===== src/rtl/event_framer_pkg.sv =====
// Shared types and frame layout for the event framer: FSM state encoding,
// header/trailer magic words and field positions inside a 64-bit frame word.
package event_framer_pkg;

    localparam int TDATA_WIDTH = 64;

    localparam logic [15:0] HEADER_MAGIC  = 16'hEB90;
    localparam logic [15:0] TRAILER_MAGIC = 16'h90EB;

    // Field positions: magic in the top 16 bits of both words, the sequence
    // number in the low 32 bits of the header, the truncation flag at bit 32
    // and the payload word count in the low 16 bits of the trailer.
    localparam int MAGIC_LSB     = 48;
    localparam int HDR_SEQ_LSB   = 0;
    localparam int TRL_TRUNC_BIT = 32;
    localparam int TRL_CNT_LSB   = 0;

    typedef enum logic [2:0] {
        ST_IDLE    = 3'd0,
        ST_HEADER  = 3'd1,
        ST_PAYLOAD = 3'd2,
        ST_DRAIN   = 3'd3,
        ST_TRAILER = 3'd4
    } state_t;

    function automatic logic [TDATA_WIDTH-1:0] make_header(input logic [31:0] seq);
        logic [TDATA_WIDTH-1:0] w;
        w = '0;
        w[MAGIC_LSB +: 16]   = HEADER_MAGIC;
        w[HDR_SEQ_LSB +: 32] = seq;
        return w;
    endfunction

    function automatic logic [TDATA_WIDTH-1:0] make_trailer(input logic trunc,
                                                             input logic [15:0] cnt);
        logic [TDATA_WIDTH-1:0] w;
        w = '0;
        w[MAGIC_LSB +: 16]   = TRAILER_MAGIC;
        w[TRL_TRUNC_BIT]     = trunc;
        w[TRL_CNT_LSB +: 16] = cnt;
        return w;
    endfunction

endpackage


===== src/rtl/event_framer_if.sv =====
// AXI-Stream style bundle used for both the trigger-side and DMA-side streams.
// A word transfers on a clock edge where TVALID and TREADY are both high; the
// source holds TDATA/TLAST/TUSER stable and keeps TVALID high until then.
interface event_framer_if;
    import event_framer_pkg::*;

    logic [TDATA_WIDTH-1:0] TDATA;
    logic                   TVALID;
    logic                   TREADY;
    logic                   TLAST;
    logic                   TUSER;

    modport master (output TDATA, output TVALID, output TLAST, output TUSER, input TREADY);
    modport slave  (input TDATA, input TVALID, input TLAST, input TUSER, output TREADY);

endinterface


===== src/rtl/event_framer.sv =====
// Wraps each input event in a sequence-numbered header and a count/truncation
// trailer, cutting events longer than MAX_PAYLOAD_WORDS and draining the rest.
module event_framer
    import event_framer_pkg::*;
#(
    parameter int MAX_PAYLOAD_WORDS = 128
) (
    input  logic                  AXIS_ACLK,
    input  logic                  AXIS_ARESETN,
    event_framer_if.slave         S_AXIS,
    event_framer_if.master        M_AXIS,
    output logic [31:0]           O_EVENT_COUNT,
    output logic                  O_TRUNC_FLAG,
    output state_t                O_DBG_STATE
);

    localparam logic [15:0] MAX_CNT = 16'(MAX_PAYLOAD_WORDS);

    state_t      r_state;
    logic [31:0] r_seq;
    logic [15:0] r_word_cnt;
    logic        r_trunc;
    logic        r_trunc_sticky;

    state_t                 w_state_nxt;
    logic [31:0]            w_seq_nxt;
    logic [15:0]            w_word_cnt_nxt;
    logic [15:0]            w_cnt_inc;
    logic                   w_trunc_nxt;
    logic                   w_trunc_sticky_nxt;
    logic                   w_s_tready;
    logic                   w_m_tvalid;
    logic [TDATA_WIDTH-1:0] w_m_tdata;
    logic                   w_m_tlast;
    logic                   w_m_tuser;
    logic                   w_unused_tuser;

    // The input time-stamp marker plays no part in framing.
    assign w_unused_tuser = S_AXIS.TUSER;
    assign w_cnt_inc      = r_word_cnt + 16'd1;

    always_ff @(posedge AXIS_ACLK) begin
        if (!AXIS_ARESETN) begin
            r_state        <= ST_IDLE;
            r_seq          <= '0;
            r_word_cnt     <= '0;
            r_trunc        <= 1'b0;
            r_trunc_sticky <= 1'b0;
        end else begin
            r_state        <= w_state_nxt;
            r_seq          <= w_seq_nxt;
            r_word_cnt     <= w_word_cnt_nxt;
            r_trunc        <= w_trunc_nxt;
            r_trunc_sticky <= w_trunc_sticky_nxt;
        end
    end

    always_comb begin
        w_state_nxt        = r_state;
        w_seq_nxt          = r_seq;
        w_word_cnt_nxt     = r_word_cnt;
        w_trunc_nxt        = r_trunc;
        w_trunc_sticky_nxt = r_trunc_sticky;
        w_s_tready         = 1'b0;
        w_m_tvalid         = 1'b0;
        w_m_tdata          = '0;
        w_m_tlast          = 1'b0;
        w_m_tuser          = 1'b0;

        unique case (r_state)
            ST_IDLE: begin
                // Only peek at TVALID; the first word stays on the bus.
                if (S_AXIS.TVALID) begin
                    w_state_nxt = ST_HEADER;
                end
            end
            ST_HEADER: begin
                w_m_tvalid = 1'b1;
                w_m_tuser  = 1'b1;
                w_m_tdata  = make_header(r_seq);
                if (M_AXIS.TREADY) begin
                    w_word_cnt_nxt = '0;
                    w_trunc_nxt    = 1'b0;
                    w_state_nxt    = ST_PAYLOAD;
                end
            end
            ST_PAYLOAD: begin
                w_m_tdata  = S_AXIS.TDATA;
                w_m_tvalid = S_AXIS.TVALID;
                w_s_tready = M_AXIS.TREADY;
                if (S_AXIS.TVALID && M_AXIS.TREADY) begin
                    w_word_cnt_nxt = w_cnt_inc;
                    // TLAST on the limit word is a normal end, so it wins.
                    if (S_AXIS.TLAST) begin
                        w_trunc_nxt = 1'b0;
                        w_state_nxt = ST_TRAILER;
                    end else if (w_cnt_inc == MAX_CNT) begin
                        w_trunc_nxt        = 1'b1;
                        w_trunc_sticky_nxt = 1'b1;
                        w_state_nxt        = ST_DRAIN;
                    end
                end
            end
            ST_DRAIN: begin
                w_s_tready = 1'b1;
                if (S_AXIS.TVALID && S_AXIS.TLAST) begin
                    w_state_nxt = ST_TRAILER;
                end
            end
            ST_TRAILER: begin
                w_m_tvalid = 1'b1;
                w_m_tlast  = 1'b1;
                w_m_tdata  = make_trailer(r_trunc, r_word_cnt);
                if (M_AXIS.TREADY) begin
                    w_seq_nxt   = r_seq + 32'd1;
                    w_state_nxt = ST_IDLE;
                end
            end
            default: begin
                w_state_nxt = ST_IDLE;
            end
        endcase
    end

    assign S_AXIS.TREADY = w_s_tready;
    assign M_AXIS.TVALID = w_m_tvalid;
    assign M_AXIS.TDATA  = w_m_tdata;
    assign M_AXIS.TLAST  = w_m_tlast;
    assign M_AXIS.TUSER  = w_m_tuser;

    assign O_EVENT_COUNT = r_seq;
    assign O_TRUNC_FLAG  = r_trunc_sticky;
    assign O_DBG_STATE   = r_state;

endmodule


===== src/flat_wrapper.sv =====
// flat-port wrapper written by rule: the top's interface ports become plain ports
module event_framer_flat import event_framer_pkg::*;
#(
    parameter int MAX_PAYLOAD_WORDS = 128
)
  (AXIS_ACLK, AXIS_ARESETN, O_EVENT_COUNT, O_TRUNC_FLAG, O_DBG_STATE, S_AXIS_TDATA, S_AXIS_TVALID, S_AXIS_TLAST, S_AXIS_TUSER, S_AXIS_TREADY, M_AXIS_TDATA, M_AXIS_TVALID, M_AXIS_TLAST, M_AXIS_TUSER, M_AXIS_TREADY);
  event_framer_if S_AXIS_i ();
  event_framer_if M_AXIS_i ();
  input  logic AXIS_ACLK;
  input  logic AXIS_ARESETN;
  output logic [31:0] O_EVENT_COUNT;
  output logic O_TRUNC_FLAG;
  output state_t O_DBG_STATE;
  input wire logic [$bits(S_AXIS_i.TDATA)-1:0] S_AXIS_TDATA;
  input wire logic [$bits(S_AXIS_i.TVALID)-1:0] S_AXIS_TVALID;
  input wire logic [$bits(S_AXIS_i.TLAST)-1:0] S_AXIS_TLAST;
  input wire logic [$bits(S_AXIS_i.TUSER)-1:0] S_AXIS_TUSER;
  output wire logic [$bits(S_AXIS_i.TREADY)-1:0] S_AXIS_TREADY;
  output wire logic [$bits(M_AXIS_i.TDATA)-1:0] M_AXIS_TDATA;
  output wire logic [$bits(M_AXIS_i.TVALID)-1:0] M_AXIS_TVALID;
  output wire logic [$bits(M_AXIS_i.TLAST)-1:0] M_AXIS_TLAST;
  output wire logic [$bits(M_AXIS_i.TUSER)-1:0] M_AXIS_TUSER;
  input wire logic [$bits(M_AXIS_i.TREADY)-1:0] M_AXIS_TREADY;
  assign S_AXIS_i.TDATA = S_AXIS_TDATA;
  assign S_AXIS_i.TVALID = S_AXIS_TVALID;
  assign S_AXIS_i.TLAST = S_AXIS_TLAST;
  assign S_AXIS_i.TUSER = S_AXIS_TUSER;
  assign S_AXIS_TREADY = S_AXIS_i.TREADY;
  assign M_AXIS_TDATA = M_AXIS_i.TDATA;
  assign M_AXIS_TVALID = M_AXIS_i.TVALID;
  assign M_AXIS_TLAST = M_AXIS_i.TLAST;
  assign M_AXIS_TUSER = M_AXIS_i.TUSER;
  assign M_AXIS_i.TREADY = M_AXIS_TREADY;
  event_framer #(.MAX_PAYLOAD_WORDS(MAX_PAYLOAD_WORDS)) u_core (.AXIS_ACLK(AXIS_ACLK), .AXIS_ARESETN(AXIS_ARESETN), .S_AXIS(S_AXIS_i), .M_AXIS(M_AXIS_i), .O_EVENT_COUNT(O_EVENT_COUNT), .O_TRUNC_FLAG(O_TRUNC_FLAG), .O_DBG_STATE(O_DBG_STATE));
endmodule

===== config.mk =====
export PLATFORM = sky130hd
export DESIGN_NAME = event_framer_flat
export DESIGN_NICKNAME = d
export VERILOG_FILES = /design/src/rtl/event_framer_pkg.sv /design/src/rtl/event_framer_if.sv /design/src/rtl/event_framer.sv /design/src/flat_wrapper.sv
export SDC_FILE = /design/constraint.sdc
export NUM_CORES = 1
export LEC_CHECK = 0
export ABC_AREA = 1
export ABC_CLOCK_PERIOD_IN_PS = 2200
export BUFFER_PORTS_ARGS = -buffer_cell sky130_fd_sc_hd__buf_2
export CAP_MARGIN = 20
export CORE_MARGIN = 5
export CORE_UTILIZATION = 48
export CTS_CLUSTER_SIZE = 12
export DETAILED_ROUTE_END_ITERATION = 8
export GPL_ROUTABILITY_DRIVEN = 0
export GPL_TIMING_DRIVEN = 0
export MAX_ROUTING_LAYER = met4
export PLACE_DENSITY = 0.81
export SYNTH_ARGS = -nofsm -noshare
export SYNTH_HDL_FRONTEND = slang
export SYNTH_SLANG_ARGS = --single-unit

===== constraint.sdc =====
create_clock -name AXIS_ACLK -period 2.2 [get_ports AXIS_ACLK]
set_input_delay 0.55 -clock AXIS_ACLK [delete_from_list [all_inputs] [get_ports AXIS_ACLK]]
set_output_delay 0.55 -clock AXIS_ACLK [all_outputs]
set_load 0.005 [all_outputs]

Yosys cells after proc, flatten, opt, wreduce, memory -nomap -nowiden
Index checks and enable logic that the tools add are counted.
{"block": "totals", "ff_bits": 53, "input_bits": 70, "out_inout_bits": 104, "wordCells": 50}
{"block": "classes", "addsub": 2, "eq_ne": 11, "mux": 21, "bitwise_logic": 1, "n_reduce_logical": 10}
{"op": "case mux 64 bit (3 select lines)", "n": 1}
{"op": "adder 32 x 1 -> 32 bit (second input constant)", "n": 1}
{"op": "2-to-1 mux 16 bit", "n": 2}
{"op": "case mux 16 bit (2 select lines)", "n": 1}
{"op": "2-to-1 mux 3 bit", "n": 7}
{"op": "adder 16 x 1 -> 16 bit (second input constant)", "n": 1}
{"op": "equality test 16 x 8 -> 1 bit (second input constant)", "n": 1}
{"op": "case mux 3 bit (5 select lines)", "n": 1}
{"op": "AND reduction 4 bit", "n": 2}
{"op": "equality test 3 x 2 -> 1 bit (second input constant)", "n": 2}
{"op": "2-to-1 mux 1 bit", "n": 6}
{"op": "!= test 2 bit (second input constant)", "n": 3}
{"op": "case mux 1 bit (2 select lines)", "n": 3}
{"op": "AND reduction 6 bit", "n": 1}
{"op": "!= test 2 x 1 -> 1 bit (second input constant)", "n": 2}
{"op": "equality test 3 x 1 -> 1 bit (second input constant)", "n": 1}
{"op": "equality test 3 bit (second input constant)", "n": 1}
{"op": "zero test 3 bit", "n": 1}
{"op": "!= test 3 x 2 -> 1 bit (second input constant)", "n": 1}
{"op": "AND reduction 3 bit", "n": 1}
{"op": "logical AND 1 bit", "n": 2}
{"op": "AND reduction 2 bit", "n": 1}
{"op": "nonzero test 2 bit", "n": 1}
{"op": "OR reduction 2 bit", "n": 1}
{"op": "NOT 1 bit", "n": 1}

Longest topological paths before layout
Gate-level depths: netlist (run 1).
{"block": "depth", "ltp_word": 6, "mapped_depth": 14, "ltp_nobuf": 14}

Worst setup path after synthesis (run 1)
No wires, ideal clock.
{"block": "synth_path", "kind": "register to output", "from": "register u_core.r_state[2] (netlist: u_core.O_DBG_STATE[2])", "to": "output port M_AXIS_TDATA[1]", "arrival_time_ns": 1.400, "t_required_ns": 1.650, "slack_ns": 0.250, "path_stages_with_launch": 8, "n_path_buf": 2, "cell_sequence": "dfxtp_1 inv_1 nand3_1 inv_1 clkbuf_1 buf_1 nand2_1 o211ai_1"}
{"block": "synth_via", "elab_chain_cells": 2, "elab_cells_between_ends": 4, "classes_between": "3 x eq/ne; 1 x mux"}
{"element": "start, declared", "line_no": "event_framer.sv:19", "text": "state_t r_state;"}
{"element": "start signal, assigned", "line_no": "event_framer.sv:50", "text": "r_state <= w_state_nxt;"}
{"element": "equality test 3 bit (tied with other cells)", "line_no": "event_framer.sv:70", "text": "unique case (r_state)"}
{"element": "case mux 64 bit (3 select lines) *", "line_no": "event_framer.sv:70"}
{"element": "end, declared", "line_no": "flat_wrapper.sv:19", "text": "output wire logic [$bits(M_AXIS_i.TDATA)-1:0] M_AXIS_TDATA;"}
Mark *: on every way between the ends. The rest lies on a longest branch, timed or not.

Final worst setup path (run 1)
{"block": "layout_path", "from": "register u_core.r_state[1] (netlist: u_core.O_DBG_STATE[1])", "to": "output port M_AXIS_TDATA[11]"}
Same word-level chain as after synthesis.

==> metrics.log, run 1 <==
[metrics] fraction of power spent switching nets: 0.388
[metrics] Synth Instances: ~630
[metrics] total length of routed met3 wires: 1.26 mm
[metrics] kind of end point of the critical path: output port
[metrics] area leader, netlist: dfxtp_1
[metrics] synthesis-to-layout area growth: 31.2%
[metrics] area of the placeable core: between 7000 and 8000 µm²
[metrics] # port buffers: about 170
[metrics] number of iterations in the first detailed-routing pass: 5
[metrics] Cell Chain, Critical Path: inv_1 > nand3_1 > buf_6 > buf_4 > o221ai_1 > buf_2
[metrics] setup repair after global routing missed its margin: true
[metrics] HPWL reported at the end of detailed placement: 11.3 mm
[metrics] Fin Clk Skew: roughly 0.0042 ns
[metrics] synthesized-area fraction occupied by xor and xnor cells: 0.0247
[metrics] max incr delay on CP: 0.39 ns
[metrics] slowest library cell on the worst path: dfxtp_4
[metrics] total congestion overflow: 0
[metrics] timing-limited maximum frequency: 458 MHz
[metrics] Row Count: 32
[metrics] Die H: 99.6 µm
[metrics] total routing usage reported by global routing: 0.288
[metrics] Reg2Reg Capture Point: u_core.O_DBG_STATE[2]$_SDFFE_PN0P_
[metrics] DRC violation total after the first TritonRoute iteration: roughly 310
[metrics] Area contributors post-synth: dfxtp_1, nand2_1, inv_1
[metrics] Crit. Startpoint: u_core.O_DBG_STATE[1]$_SDFFE_PN0P_
[metrics] final worst setup slack: 0.0166 ns
[metrics] Synth Area in Compound Gates: 0.156
[metrics] flip-flop and latch count after synthesis: 53
[metrics] pre-CTS setup slack: -0.437 ns
[metrics] Arrival @ worst endpoint: between 1.5 and 2 ns
[metrics] clock tree from TritonCTS: built
[metrics] via total after detailed routing: 4904
[metrics] mux share of post-synthesis cell area: 0
[metrics] initial antenna violation count: 0
[metrics] internal power contribution: between 1.5 and 2 mW
[metrics] transition at the pin with the smallest max-transition slack: 0.647 ns
[metrics] combined buffer and inverter count along the critical path: 4
[metrics] number of placed I/O pins: approximately 170
[metrics] top routing layer used: met4
[metrics] final critical-path share of the clock period: 0.992
[metrics] insertion delay to the later sink of the worst-skew pair: around 0.31 ns
[metrics] number of enable flip-flop cells after synthesis: 0
[metrics] startpoint kind of the worst setup timing path: flop
[metrics] sequential share of the synthesized area: 0.275
[metrics] average instance area after synthesis: approximately 6.1 µm²
[metrics] htree depth: 2
[metrics] Hold Crit Start: u_core.O_EVENT_COUNT[31]$_SDFFE_PN0P_
[metrics] CP delay by family, top: buffers and inverters
[metrics] Clock Root Buffer: clkbuf_8
[metrics] length in cells of the worst reg-to-reg path: 12
[metrics] DR WL/cell: between 15 and 20 µm
[metrics] NetSw: between 1 and 1.5 mW
[metrics] pin count of the biggest net entering global routing: 16
[metrics] Main synth FF type: dfxtp_1
[metrics] aggregate routed wire length: 14.4 mm
[metrics] Max IR drop VDD: roughly 0.36 mV
[metrics] peak fanout along the critical path: 10
[metrics] Die Span X: 99.6 µm
[metrics] result of the run: finished, final reports clean
[metrics] routed length on met1: between 5 and 6 mm
[metrics] part of the total power dissipated in combinational logic: 0.431
[metrics] synthesized-area fraction occupied by adder cells: 0.00974
[metrics] hold violation count in the final report: 0
[metrics] post-synthesis instance area: approximately 3900 µm²
[metrics] area share of the largest cell type after synthesis: 0.275
[metrics] ANT cells: 0
[metrics] maximum number of buffers from clock root to sink: 2
[metrics] largest family of logic cells by synthesized area: simple AND/OR/NAND/NOR gates
[metrics] syn nets: 700
[metrics] total non-filler cell area in the finished layout: 5060 µm²
[metrics] overall die area: between 9000 and 10000 µm²
[metrics] simple logic cell fraction of the synthesized area: 0.417
[metrics] cell leakage power: 2.39 nW
[metrics] clock slew seen by the registers of the worst setup and hold paths: ~0.10 ns
[metrics] Sink Count: between 50 and 60
[metrics] power share of the clock group: 0.229
[metrics] worst hold path class: flop to flop
[metrics] residual antenna-violating net count after detailed routing: 0
[metrics] worst endpoint required time: around 1.7 ns
[metrics] wire length on met2: roughly 7.1 mm
[metrics] count of unresolved DRC violations after routing: 0
[metrics] final layout net count: between 800 and 900
[metrics] routed via count divided by cell count: 5.39
[metrics] count of cell types in the netlist: 42
[metrics] clock buffers created by TritonCTS: 5
[metrics] fraction of final layout cells with drive strength greater than 1: 0.314
[metrics] total of endpoints with negative setup slack in the final report: 0
[metrics] r2r startpoint: u_core.r_word_cnt[1]$_SDFFE_PN0P_
[metrics] ratio of total power to cell area: a little over 600 nW/µm²
[metrics] min cycle time layout: ~2.2 ns
[metrics] Max Cap Viol: 0
[metrics] vias in the first global route: 4709
[metrics] sequential share of power: 0.339
[metrics] share of flip-flops with an asynchronous set or reset: 0
[metrics] warnings from Yosys: 0
[metrics] crit path kind: flop to output port
[metrics] final max-slew violation count: 0
[metrics] post-detailed-placement cell area: roughly 4800 µm²
[metrics] wire length of the first global-routing pass: 22.6 mm
[metrics] worst hold path endpoint: u_core.O_EVENT_COUNT[31]$_SDFFE_PN0P_
[metrics] Final Core Density: 0.651
[metrics] Initial Utilization: 0.496
[metrics] worst hold path cell count: 2
[metrics] reg-to-reg setup timing slack: 0.21 ns
[metrics] Worst slew margin: 0.569
cells in the mapped netlist (2+ instances only):
library cell,count
nor2_8,2
nand2_2,7
ha_1,3
nand3_2,5
nand4_1,12
nand2_1,181
nor2_4,5
o22ai_1,3
nor2_1,54
nand3_1,32
buf_2,3
nor3_2,5
a211oi_1,2
dfxtp_1,53
inv_2,4
a21oi_1,38
xor2_1,8
nor4_1,4
o211ai_1,3
o221ai_1,14
inv_1,91
o21ai_0,31
nor2_2,8
clkbuf_1,15
nor3_1,20
a21oi_2,3
buf_1,2
o21ai_1,5
logic make-up (layout without fill, tap and decap cells):
group,count (synthesis),in the layout
AND/OR/NAND/NOR,342,342
buffers and inverters,117,297
AO/OA/AOI/OAI,102,102
flip-flops,53,53
XOR/XNOR,10,10
adder cells (fa/ha/maj),3,3
cell type report:
class,instances,area [µm²]
fillers,724,2710
inverters,96,365
multi-input cells,457,2380
repair buffers,173,868
clock inverters,1,30.0
clock buffers,7,86.3
flip-flops and latches,53,1070
plain buffers,20,129
well taps,102,128
placed cells by master (no fill, tap or decap), types with 13 or more instances in the layout:
cell type / synthesis / layout
a21oi_1: 38 / 38
o21ai_0: 31 / 23
buf_2: 3 / 175
nor2_1: 54 / 54
dfxtp_1: 53 / 48
nor3_1: 20 / 20
nand2_1: 181 / 181
nand3_1: 32 / 31
o21ai_1: 5 / 13
inv_1: 91 / 89
worst register-to-register path, cell delays in order, from the launching register on:
cell and delay (ns):
dfxtp_2 0.43, ha_2 0.25, nand2_1 0.07, nor2_2 0.17, nand2_2 0.13, xor2_2 0.18
nand3_1 0.12, nor2_2 0.18, nand3_2 0.09, nand2_2 0.10, nand3_1 0.07, nand2_1 0.06
nor2_1 0.04
power groups by stage:
stage | Combinational [mW] | Clock [mW] | Sequential [mW]
global route | 1.47 | 0.757 | 1.05
finish | 1.34 | 0.710 | 1.05
floorplan | 0.667 | 0 | 1.05
detailed placement | 1.23 | 0 | 1.06
global placement | 1.20 | 0 | 1.05
CTS | 1.29 | 0.716 | 1.04
through the flow:
stage / instances / power [mW] / setup TNS [ns] / hold WS [ns]
floorplan: 627 / 1.72 / 0 / 0.440
global placement: 901 / 2.25 / -9.12 / 0.448
detailed placement: 901 / 2.28 / -10.67 / 0.471
CTS: 909 / 3.04 / 0 / 0.486
global route: 909 / 3.28 / -0.408 / 0.510
finish: 909 / 3.10 / 0 / 0.485
flip-flops by register name, indices dropped and copies added (netlist names):
| name | flops |
|---|---|
| u_core.O_DBG_STATE | 3 |
| u_core.O_EVENT_COUNT | 32 |
| u_core.O_TRUNC_FLAG | 1 |
| u_core.r_trunc | 1 |
| u_core.r_word_cnt | 16 |
layer usage:
layer | global-route usage | vias up
met5 | - | -
met4 | 0.0987 | 0
met3 | 0.0589 | 39
met2 | 0.480 | 278
met1 | 0.346 | 2203
li1 | - | 2384
what timing repair did:
| item | in CTS | in global routing |
|---|---|---|
| hold buffers | 0 | 0 |
| cloned | 0 | 0 |
| setup buffers | 1 | 0 |
| setup endpoints to repair | 59 | 53 |
| gates resized for setup | 25 | 30 |
how the worst max path moves through the flow:
stage	to	slack, ns	cells past startpoint
floorplan	M_AXIS_TDATA[1]	0.25	7
global placement	M_AXIS_TDATA[0]	-0.36	8
detailed placement	M_AXIS_TDATA[32]	-0.44	8
CTS	M_AXIS_TDATA[32]	0.01	7
global route	M_AXIS_TDATA[11]	-0.05	6
finish	M_AXIS_TDATA[11]	0.02	6
Power figures use the tool's default switching activity.
==> run 2: changes to the inputs <==
- REMOVE_ABC_BUFFERS: unset -> 1
==> run 2 against run 1 <==
Against the previous run: sequential cell count did not move; core utilization rose by 2.0 points; global-route usage fell by 3.5 points; die area did not move; sequential share of layout area fell by 0.53 points; non-clock buffer count fell by 4; routed wire length fell by 8.7%; count of clock-buffer cells in the layout fell by 1; clock power fell by 2%; critical endpoint is now M_AXIS_TDATA[30]; highest routed layer unchanged.
==> metrics.log, run 2 (same netlist as run 1, synthesis figures left out) <==
[metrics] residual antenna-violating net count after detailed routing: 0 (unchanged)
[metrics] routed via count divided by cell count: 5.29 (was 5.39)
[metrics] crit path kind: flop to output port (unchanged)
[metrics] met2 track utilization from global routing: 0.452 (was 0.480)
[metrics] leading cell type in the layout, fill and taps excluded: nand2_1 (unchanged)
[metrics] Die Span X: 99.6 µm (unchanged)
[metrics] worst hold path cell count: 2 (unchanged)
[metrics] met3 track utilization from global routing: 0.0414 (was 0.0589)
[metrics] Arrival @ worst endpoint: 1.61 ns (was 1.63 ns)
[metrics] area of the placeable core: 7770 µm² (unchanged)
[metrics] Fin Hold WS: 0.450 ns (was 0.485 ns)
[metrics] startpoint kind of the worst setup timing path: flop (unchanged)
[metrics] count of unresolved DRC violations after routing: 0 (unchanged)
[metrics] fraction of final layout cells with drive strength greater than 1: 0.325 (was 0.314)
[metrics] wire length of the first global-routing pass: 20.4 mm (was 22.6 mm)
[metrics] total non-filler cell area in the finished layout: 5210 µm² (was 5060 µm²)
[metrics] initial antenna violation count: 0 (unchanged)
[metrics] filler cell count: 701 (was 724)
[metrics] transition at the pin with the smallest max-transition slack: 0.590 ns (was 0.647 ns)
[metrics] setup repair after global routing missed its margin: true (unchanged)
[metrics] htree depth: 2 (unchanged)
[metrics] Clock Root Buffer: clkbuf_8 (unchanged)
[metrics] kind of end point of the critical path: output port (unchanged)
[metrics] most congested layer reported by global routing: met2 (unchanged)
[metrics] total of endpoints with negative setup slack in the final report: 0 (unchanged)
[metrics] Hold Crit Start: u_core.O_TRUNC_FLAG$_SDFFE_PN0P_ (was u_core.O_EVENT_COUNT[31]$_SDFFE_PN0P_)
[metrics] insertion delay to the later sink of the worst-skew pair: 0.31 ns (about the same)
[metrics] total routing usage reported by global routing: 0.253 (was 0.288)
[metrics] Max IR drop VDD: 0.365 mV (was 0.359 mV)
[metrics] clock buffers created by TritonCTS: 5 (unchanged)
[metrics] Crit. Startpoint: u_core.O_DBG_STATE[1]$_SDFFE_PN0P_ (unchanged)
[metrics] fraction of met1 tracks used by global routing: 0.298 (was 0.346)
[metrics] Die H: 99.6 µm (unchanged)
[metrics] min cycle time layout: 2.16 ns (was 2.18 ns)
[metrics] ANT cells: 0 (unchanged)
[metrics] max reg flops: 32 (unchanged)
[metrics] fraction of power spent switching nets: 0.378 (was 0.388)
[metrics] result of the run: finished, final reports clean (unchanged)
[metrics] cell leakage power: 2.42 nW (was 2.39 nW)
[metrics] Sink Count: 53 (unchanged)
[metrics] overall die area: 9920 µm² (unchanged)
[metrics] timing-limited maximum frequency: 464 MHz (was 458 MHz)
[metrics] final max-slew violation count: 0 (unchanged)
[metrics] power share of the clock group: 0.213 (was 0.229)
[metrics] Worst slew margin: 0.607 (was 0.569)
[metrics] pin count of the biggest net entering global routing: 33 (was 16)
[metrics] clock slew seen by the registers of the worst setup and hold paths: 0.10 ns (about the same)
[metrics] synthesis-to-layout area growth: 35.3% (was 31.2%)
[metrics] HPWL reported at the end of detailed placement: 9.92 mm (was 11.3 mm)
[metrics] vias in the first global route: 4455 (was 4709)
[metrics] most frequent cells in the layout: nand2_1, buf_2, inv_1 (unchanged)
[metrics] final-layout setup total negative slack: 0 ns (unchanged)
[metrics] final critical-path share of the clock period: 0.980 (was 0.992)
[metrics] worst endpoint required time: 1.65 ns (about the same)
[metrics] Initial Utilization: 0.496 (unchanged)
[metrics] length in cells of the worst reg-to-reg path: 12 (unchanged)
[metrics] peak fanout along the critical path: 11 (was 10)
[metrics] post-detailed-placement cell area: 4810 µm² (was 4840 µm²)
[metrics] Final Total Pwr: 3.28 mW (was 3.10 mW)
[metrics] r2r startpoint: u_core.r_word_cnt[1]$_SDFFE_PN0P_ (unchanged)
[metrics] internal power contribution: 2.04 mW (was 1.89 mW)
[metrics] number of iterations in the first detailed-routing pass: 5 (unchanged)
[metrics] DR WL/cell: 14.5 µm (was 15.9 µm)
[metrics] clock tree from TritonCTS: built (unchanged)
[metrics] Fin Clk Skew: 0.00656 ns (was 0.00422 ns)
[metrics] aggregate routed wire length: 13.2 mm (was 14.4 mm)
[metrics] DRC violation total after the first TritonRoute iteration: 204 (was 307)
[metrics] hold violation count in the final report: 0 (unchanged)
[metrics] NetSw: 1.24 mW (was 1.20 mW)
[metrics] # port buffers: 172 (unchanged)
[metrics] Max Cap Viol: 0 (unchanged)
[metrics] hold bufs inserted after CTS: 0 (unchanged)
[metrics] Row Count: 32 (unchanged)
[metrics] total congestion overflow: 0 (unchanged)
[metrics] worst hold path class: flop to flop (unchanged)
[metrics] ratio of total power to cell area: 629 nW/µm² (was 612 nW/µm²)
[metrics] number of placed I/O pins: 174 (unchanged)
[metrics] maximum number of buffers from clock root to sink: 2 (unchanged)
[metrics] part of the total power dissipated in combinational logic: 0.462 (was 0.431)
[metrics] sequential share of power: 0.324 (was 0.339)
[metrics] final layout net count: 876 (was 879)
[metrics] via total after detailed routing: 4793 (was 4904)
run 2: changes by cell type in the layout (fill, tap and decap cells not counted), moves of 4 or more:
cell	before	now
o21ai_0	23	29
clkbuf_1	6	0
buf_4	6	11
o21ai_1	13	7
clkinvlp_4	0	5
clkbuf_4	4	0
run 2: layer usage:
layer	routed length, µm	part of all wire
met4	133	0.010
met5	0	0
met1	5120	0.39
met3	1220	0.093
met2	6690	0.51
run 2: per-stage QoR:
step	worst slack, ns	std cells	utilization
6_report	0.0433	906	0.671
5_1_grt	-0.0267	906	0.671
4_1_cts	0.0113	896	0.651
3_5_place_dp	-0.677	882	0.619
3_3_place_gp	-1.07	880	0.612
2_1_floorplan	-0.288	606	-
run 2: power groups by stage:
stage	logic, mW	registers [mW]	clock network [mW]
global placement	1.11	1.05	0
global route	1.65	1.07	0.749
CTS	1.36	1.05	0.709
floorplan	0.618	1.05	0
finish	1.52	1.06	0.699
detailed placement	1.22	1.06	0
run 2: final timing paths:
path | end | slack [ns]
setup / recovery | M_AXIS_TDATA[30] | 0.04
hold / removal | u_core.O_TRUNC_FLAG$_SDFFE_PN0P_ | 0.45
setup reg to reg | u_core.O_DBG_STATE[2]$_SDFFE_PN0P_ | 0.16
hold reg to reg | u_core.O_TRUNC_FLAG$_SDFFE_PN0P_ | 0.45
run 2: layout make-up:
class	instances	area, µm²	share of cell area
tap	102	128	0.0245
clock inverter	2	37.5	0.00720
inverter	96	380	0.0730
multi-input combinational	458	2420	0.464
clock buffer	6	82.6	0.0158
timing repair buffer	189	1090	0.209
sequential	53	1070	0.206
run 2: what timing repair did:
item	in CTS	in global routing
resized for setup	15	13
buffers inserted	5	8
pin swaps	2	1
setup endpoints to repair	87	42
gates cloned	1	1
run 2: critical path, cell delays in order (launching register included):
cell and delay, ns:
dfxtp_4 0.39, inv_1 0.15, nand3_4 0.12, buf_4 0.17
clkbuf_16 0.16, o21ai_0 0.16, buf_2 0.14
==> run 3: changes to the inputs <==
--- a/config.mk
+++ b/config.mk
@@ -9,3 +9,3 @@
 export ABC_CLOCK_PERIOD_IN_PS = 2200
-export BUFFER_PORTS_ARGS = -buffer_cell sky130_fd_sc_hd__buf_2
+export BUFFER_PORTS_ARGS = -buffer_cell sky130_fd_sc_hd__clkbuf_2
 export CAP_MARGIN = 20
==> constraint.sdc (replaced) <==
create_clock -name AXIS_ACLK -period 2.2 [get_ports AXIS_ACLK]
set_input_delay 0.11 -clock AXIS_ACLK [delete_from_list [all_inputs] [get_ports AXIS_ACLK]]
set_output_delay 0.11 -clock AXIS_ACLK [all_outputs]
set_load 0.005 [all_outputs]
==> run 3 against run 2 <==
Against the previous run: cell area decreased by 3.3%; routed wire length is 3.1% lower; worst hold slack lost 0.21 ns; first-iteration DRC count is 21% higher; register-to-register slack worse by 0.02 ns; count of clock-buffer cells in the layout increased by 1; via count shrank 1.1%; final cell count is 1.1% lower; die area stayed put; largest power group unchanged.
==> metrics.log, run 3 (same netlist as run 1, synthesis figures left out) <==
[metrics] met2 track utilization from global routing: 0.440 (was 0.452)
[metrics] final layout net count: 867 (was 876)
[metrics] initial antenna violation count: 0 (unchanged)
[metrics] pre-CTS setup slack: -0.569 ns (was -0.677 ns)
[metrics] overall die area: 9920 µm² (unchanged)
[metrics] hold violation count in the final report: 0 (unchanged)
[metrics] Arrival @ worst endpoint: 2.26 ns (was 1.61 ns)
[metrics] number of placed I/O pins: 174 (unchanged)
[metrics] DRC violation total after the first TritonRoute iteration: 246 (was 204)
[metrics] length in cells of the worst reg-to-reg path: 9 (was 12)
[metrics] startpoint kind of the worst setup timing path: flop (unchanged)
[metrics] cell total after placement: 882 (unchanged)
[metrics] part of the total power dissipated in combinational logic: 0.449 (was 0.462)
[metrics] Clock Root Buffer: clkbuf_8 (unchanged)
[metrics] total of endpoints with negative setup slack in the final report: 0 (unchanged)
[metrics] pin count of the biggest net entering global routing: 33 (unchanged)
[metrics] final worst setup slack: 0.137 ns (was 0.0433 ns)
[metrics] vias in the first global route: 4552 (was 4455)
[metrics] area of the placeable core: 7770 µm² (unchanged)
[metrics] reg-to-reg setup timing slack: 0.14 ns (was 0.16 ns)
[metrics] met3 track utilization from global routing: 0.0491 (was 0.0414)
[metrics] clock slew seen by the registers of the worst setup and hold paths: 0.09 ns (was 0.10 ns)
[metrics] Post-Layout Cell Count: 896 (was 906)
[metrics] Row Count: 32 (unchanged)
[metrics] result of the run: finished, final reports clean (unchanged)
[metrics] Die Span X: 99.6 µm (unchanged)
[metrics] total non-filler cell area in the finished layout: 5040 µm² (was 5210 µm²)
[metrics] ratio of total power to cell area: 587 nW/µm² (was 629 nW/µm²)
[metrics] crit path kind: flop to flop (was flop to output port)
[metrics] aggregate routed wire length: 12.8 mm (was 13.2 mm)
[metrics] total congestion overflow: 0 (unchanged)
[metrics] wire length of the first global-routing pass: 20.4 mm (about the same)
[metrics] clock buffers created by TritonCTS: 5 (unchanged)
[metrics] most congested layer reported by global routing: met2 (unchanged)
[metrics] Max IR drop VDD: 0.271 mV (was 0.365 mV)
[metrics] worst hold path endpoint: u_core.O_DBG_STATE[2]$_SDFFE_PN0P_ (was u_core.O_TRUNC_FLAG$_SDFFE_PN0P_)
[metrics] synthesis-to-layout area growth: 30.8% (was 35.3%)
[metrics] timing-limited maximum frequency: 485 MHz (was 464 MHz)
[metrics] Fin Clk Skew: 0.0148 ns (was 0.00656 ns)
[metrics] # port buffers: 172 (unchanged)
[metrics] final max-slew violation count: 0 (unchanged)
[metrics] min cycle time layout: 2.06 ns (was 2.16 ns)
[metrics] clock tree from TritonCTS: built (unchanged)
[metrics] count of unresolved DRC violations after routing: 0 (unchanged)
[metrics] transition at the pin with the smallest max-transition slack: 0.565 ns (was 0.590 ns)
[metrics] Hold Crit Start: S_AXIS_TLAST (was u_core.O_TRUNC_FLAG$_SDFFE_PN0P_)
[metrics] Max Cap Viol: 0 (unchanged)
[metrics] filler cell count: 717 (was 701)
[metrics] via total after detailed routing: 4740 (was 4793)
[metrics] htree depth: 2 (unchanged)
[metrics] total routing usage reported by global routing: 0.253 (about the same)
[metrics] multi-input logic area: 2400 µm² (was 2420 µm²)
[metrics] NetSw: 1.17 mW (was 1.24 mW)
[metrics] cell leakage power: 2.31 nW (was 2.42 nW)
[metrics] peak fanout along the critical path: 22 (was 11)
[metrics] leading cell type in the layout, fill and taps excluded: nand2_1 (unchanged)
[metrics] routed via count divided by cell count: 5.29 (about the same)
[metrics] Final Total Pwr: 2.96 mW (was 3.28 mW)
[metrics] number of iterations in the first detailed-routing pass: 5 (unchanged)
[metrics] max reg flops: 32 (unchanged)
[metrics] residual antenna-violating net count after detailed routing: 0 (unchanged)
[metrics] post-detailed-placement cell area: 4810 µm² (unchanged)
[metrics] Initial Utilization: 0.496 (unchanged)
[metrics] final critical-path share of the clock period: 0.938 (was 0.980)
[metrics] Sink Count: 53 (unchanged)
[metrics] worst hold path class: input port to flop (was flop to flop)
[metrics] sequential share of power: 0.358 (was 0.324)
[metrics] Worst slew margin: 0.623 (was 0.607)
[metrics] HPWL reported at the end of detailed placement: 9.99 mm (was 9.92 mm)
[metrics] fraction of power spent switching nets: 0.394 (was 0.378)
[metrics] DR WL/cell: 14.2 µm (was 14.5 µm)
[metrics] worst hold path cell count: 5 (was 2)
[metrics] fraction of final layout cells with drive strength greater than 1: 0.305 (was 0.325)
[metrics] fraction of met1 tracks used by global routing: 0.293 (was 0.298)
[metrics] ANT cells: 0 (unchanged)
[metrics] Reg2Reg Capture Point: u_core.r_trunc$_SDFFE_PN0P_ (was u_core.O_DBG_STATE[2]$_SDFFE_PN0P_)
[metrics] worst endpoint required time: 2.40 ns (was 1.65 ns)
[metrics] insertion delay to the later sink of the worst-skew pair: 0.31 ns (about the same)
[metrics] power share of the clock group: 0.192 (was 0.213)
[metrics] r2r startpoint: u_core.O_DBG_STATE[2]$_SDFFE_PN0P_ (was u_core.r_word_cnt[1]$_SDFFE_PN0P_)
[metrics] internal power contribution: 1.79 mW (was 2.04 mW)
[metrics] storage element area: 1070 µm² (about the same)
[metrics] most frequent cells in the layout: nand2_1, clkbuf_2, inv_1 (was nand2_1, buf_2, inv_1)
[metrics] setup repair after global routing missed its margin: false (was true)
[metrics] Die H: 99.6 µm (unchanged)
[metrics] kind of end point of the critical path: flop (was output port)
[metrics] maximum number of buffers from clock root to sink: 2 (unchanged)
-- run 3: changes by cell type in the layout (fill, tap and decap cells not counted), sizes merged --
cell | before | now
clkinvlp | 5 | 1
bufinv | 1 | 0
inv | 92 | 95
buf | 188 | 8
clkbuf | 7 | 179
-- run 3: worst max-delay path by stage --
stage	startpoint	endpoint	slack, ns	cells past startpoint
3_3_place_gp	u_core.O_DBG_STATE[2]$_SDFFE_PN0P_	u_core.r_trunc$_SDFFE_PN0P_	-0.96	8
6_report	u_core.O_DBG_STATE[2]$_SDFFE_PN0P_	u_core.r_trunc$_SDFFE_PN0P_	0.14	9
3_5_place_dp	u_core.O_DBG_STATE[2]$_SDFFE_PN0P_	u_core.r_trunc$_SDFFE_PN0P_	-0.57	9
5_1_grt	u_core.r_word_cnt[1]$_SDFFE_PN0P_	u_core.O_DBG_STATE[2]$_SDFFE_PN0P_	0.02	12
4_1_cts	u_core.O_DBG_STATE[0]$_SDFFE_PN0P_	M_AXIS_TDATA[13]	-0.04	7
2_1_floorplan	u_core.O_DBG_STATE[2]$_SDFFE_PN0P_	u_core.O_DBG_STATE[2]$_SDFFE_PN0P_	-0.20	10
-- run 3: repair_timing --
action                     CTS  global route
gates resized for setup      6             9
hold buffers                 0             0
gates cloned                 0             1
pin swaps                    1             3
buffers inserted             1             4
setup endpoints to repair   69            74
-- run 3: area by class of cell --
| cell class | instances | share of cell area |
|---|---|---|
| Sequential cell | 53 | 0.212 |
| Inverter | 96 | 0.0727 |
| Multi-Input combinational cell | 458 | 0.476 |
| Clock buffer | 7 | 0.0171 |
| Timing Repair Buffer | 180 | 0.197 |
| Tap cell | 102 | 0.0253 |
-- run 3: worst max-delay path, cell delays in order, from the launching register on --
cell	delay, ns
dfxtp_1	0.40
inv_2	0.19
nand3_4	0.11
buf_16	0.17
inv_1	0.22
o21ai_1	0.13
nor2_2	0.26
inv_2	0.20
o21ai_0	0.23
a21oi_2	0.04
-- run 3: routing by layer --
layer | vias to the layer above | wire, µm
li1 | 2361 | -
met2 | 197 | 6460
met3 | 27 | 1100
met4 | 0 | 212
met5 | - | 0
met1 | 2155 | 4980
-- run 3: stage by stage --
stage	hold slack [ns]	setup TNS [ns]	util
floorplan	0.230	-0.644	-
global placement	0.441	-40.19	0.612
detailed placement	0.446	-16.45	0.619
CTS	0.235	-0.208	0.636
global route	0.280	0	0.649
finish	0.240	0	0.649
-- run 3: power by group through the flow --
stage                     clock, mW  sequential (mW)  combinational, mW
after floorplan                   0             1.05              0.618
after global placement            0             1.05               1.12
after detailed placement          0             1.06               1.22
after CTS                     0.575             1.04               1.27
after global routing          0.612             1.07               1.47
final                         0.568             1.06               1.33
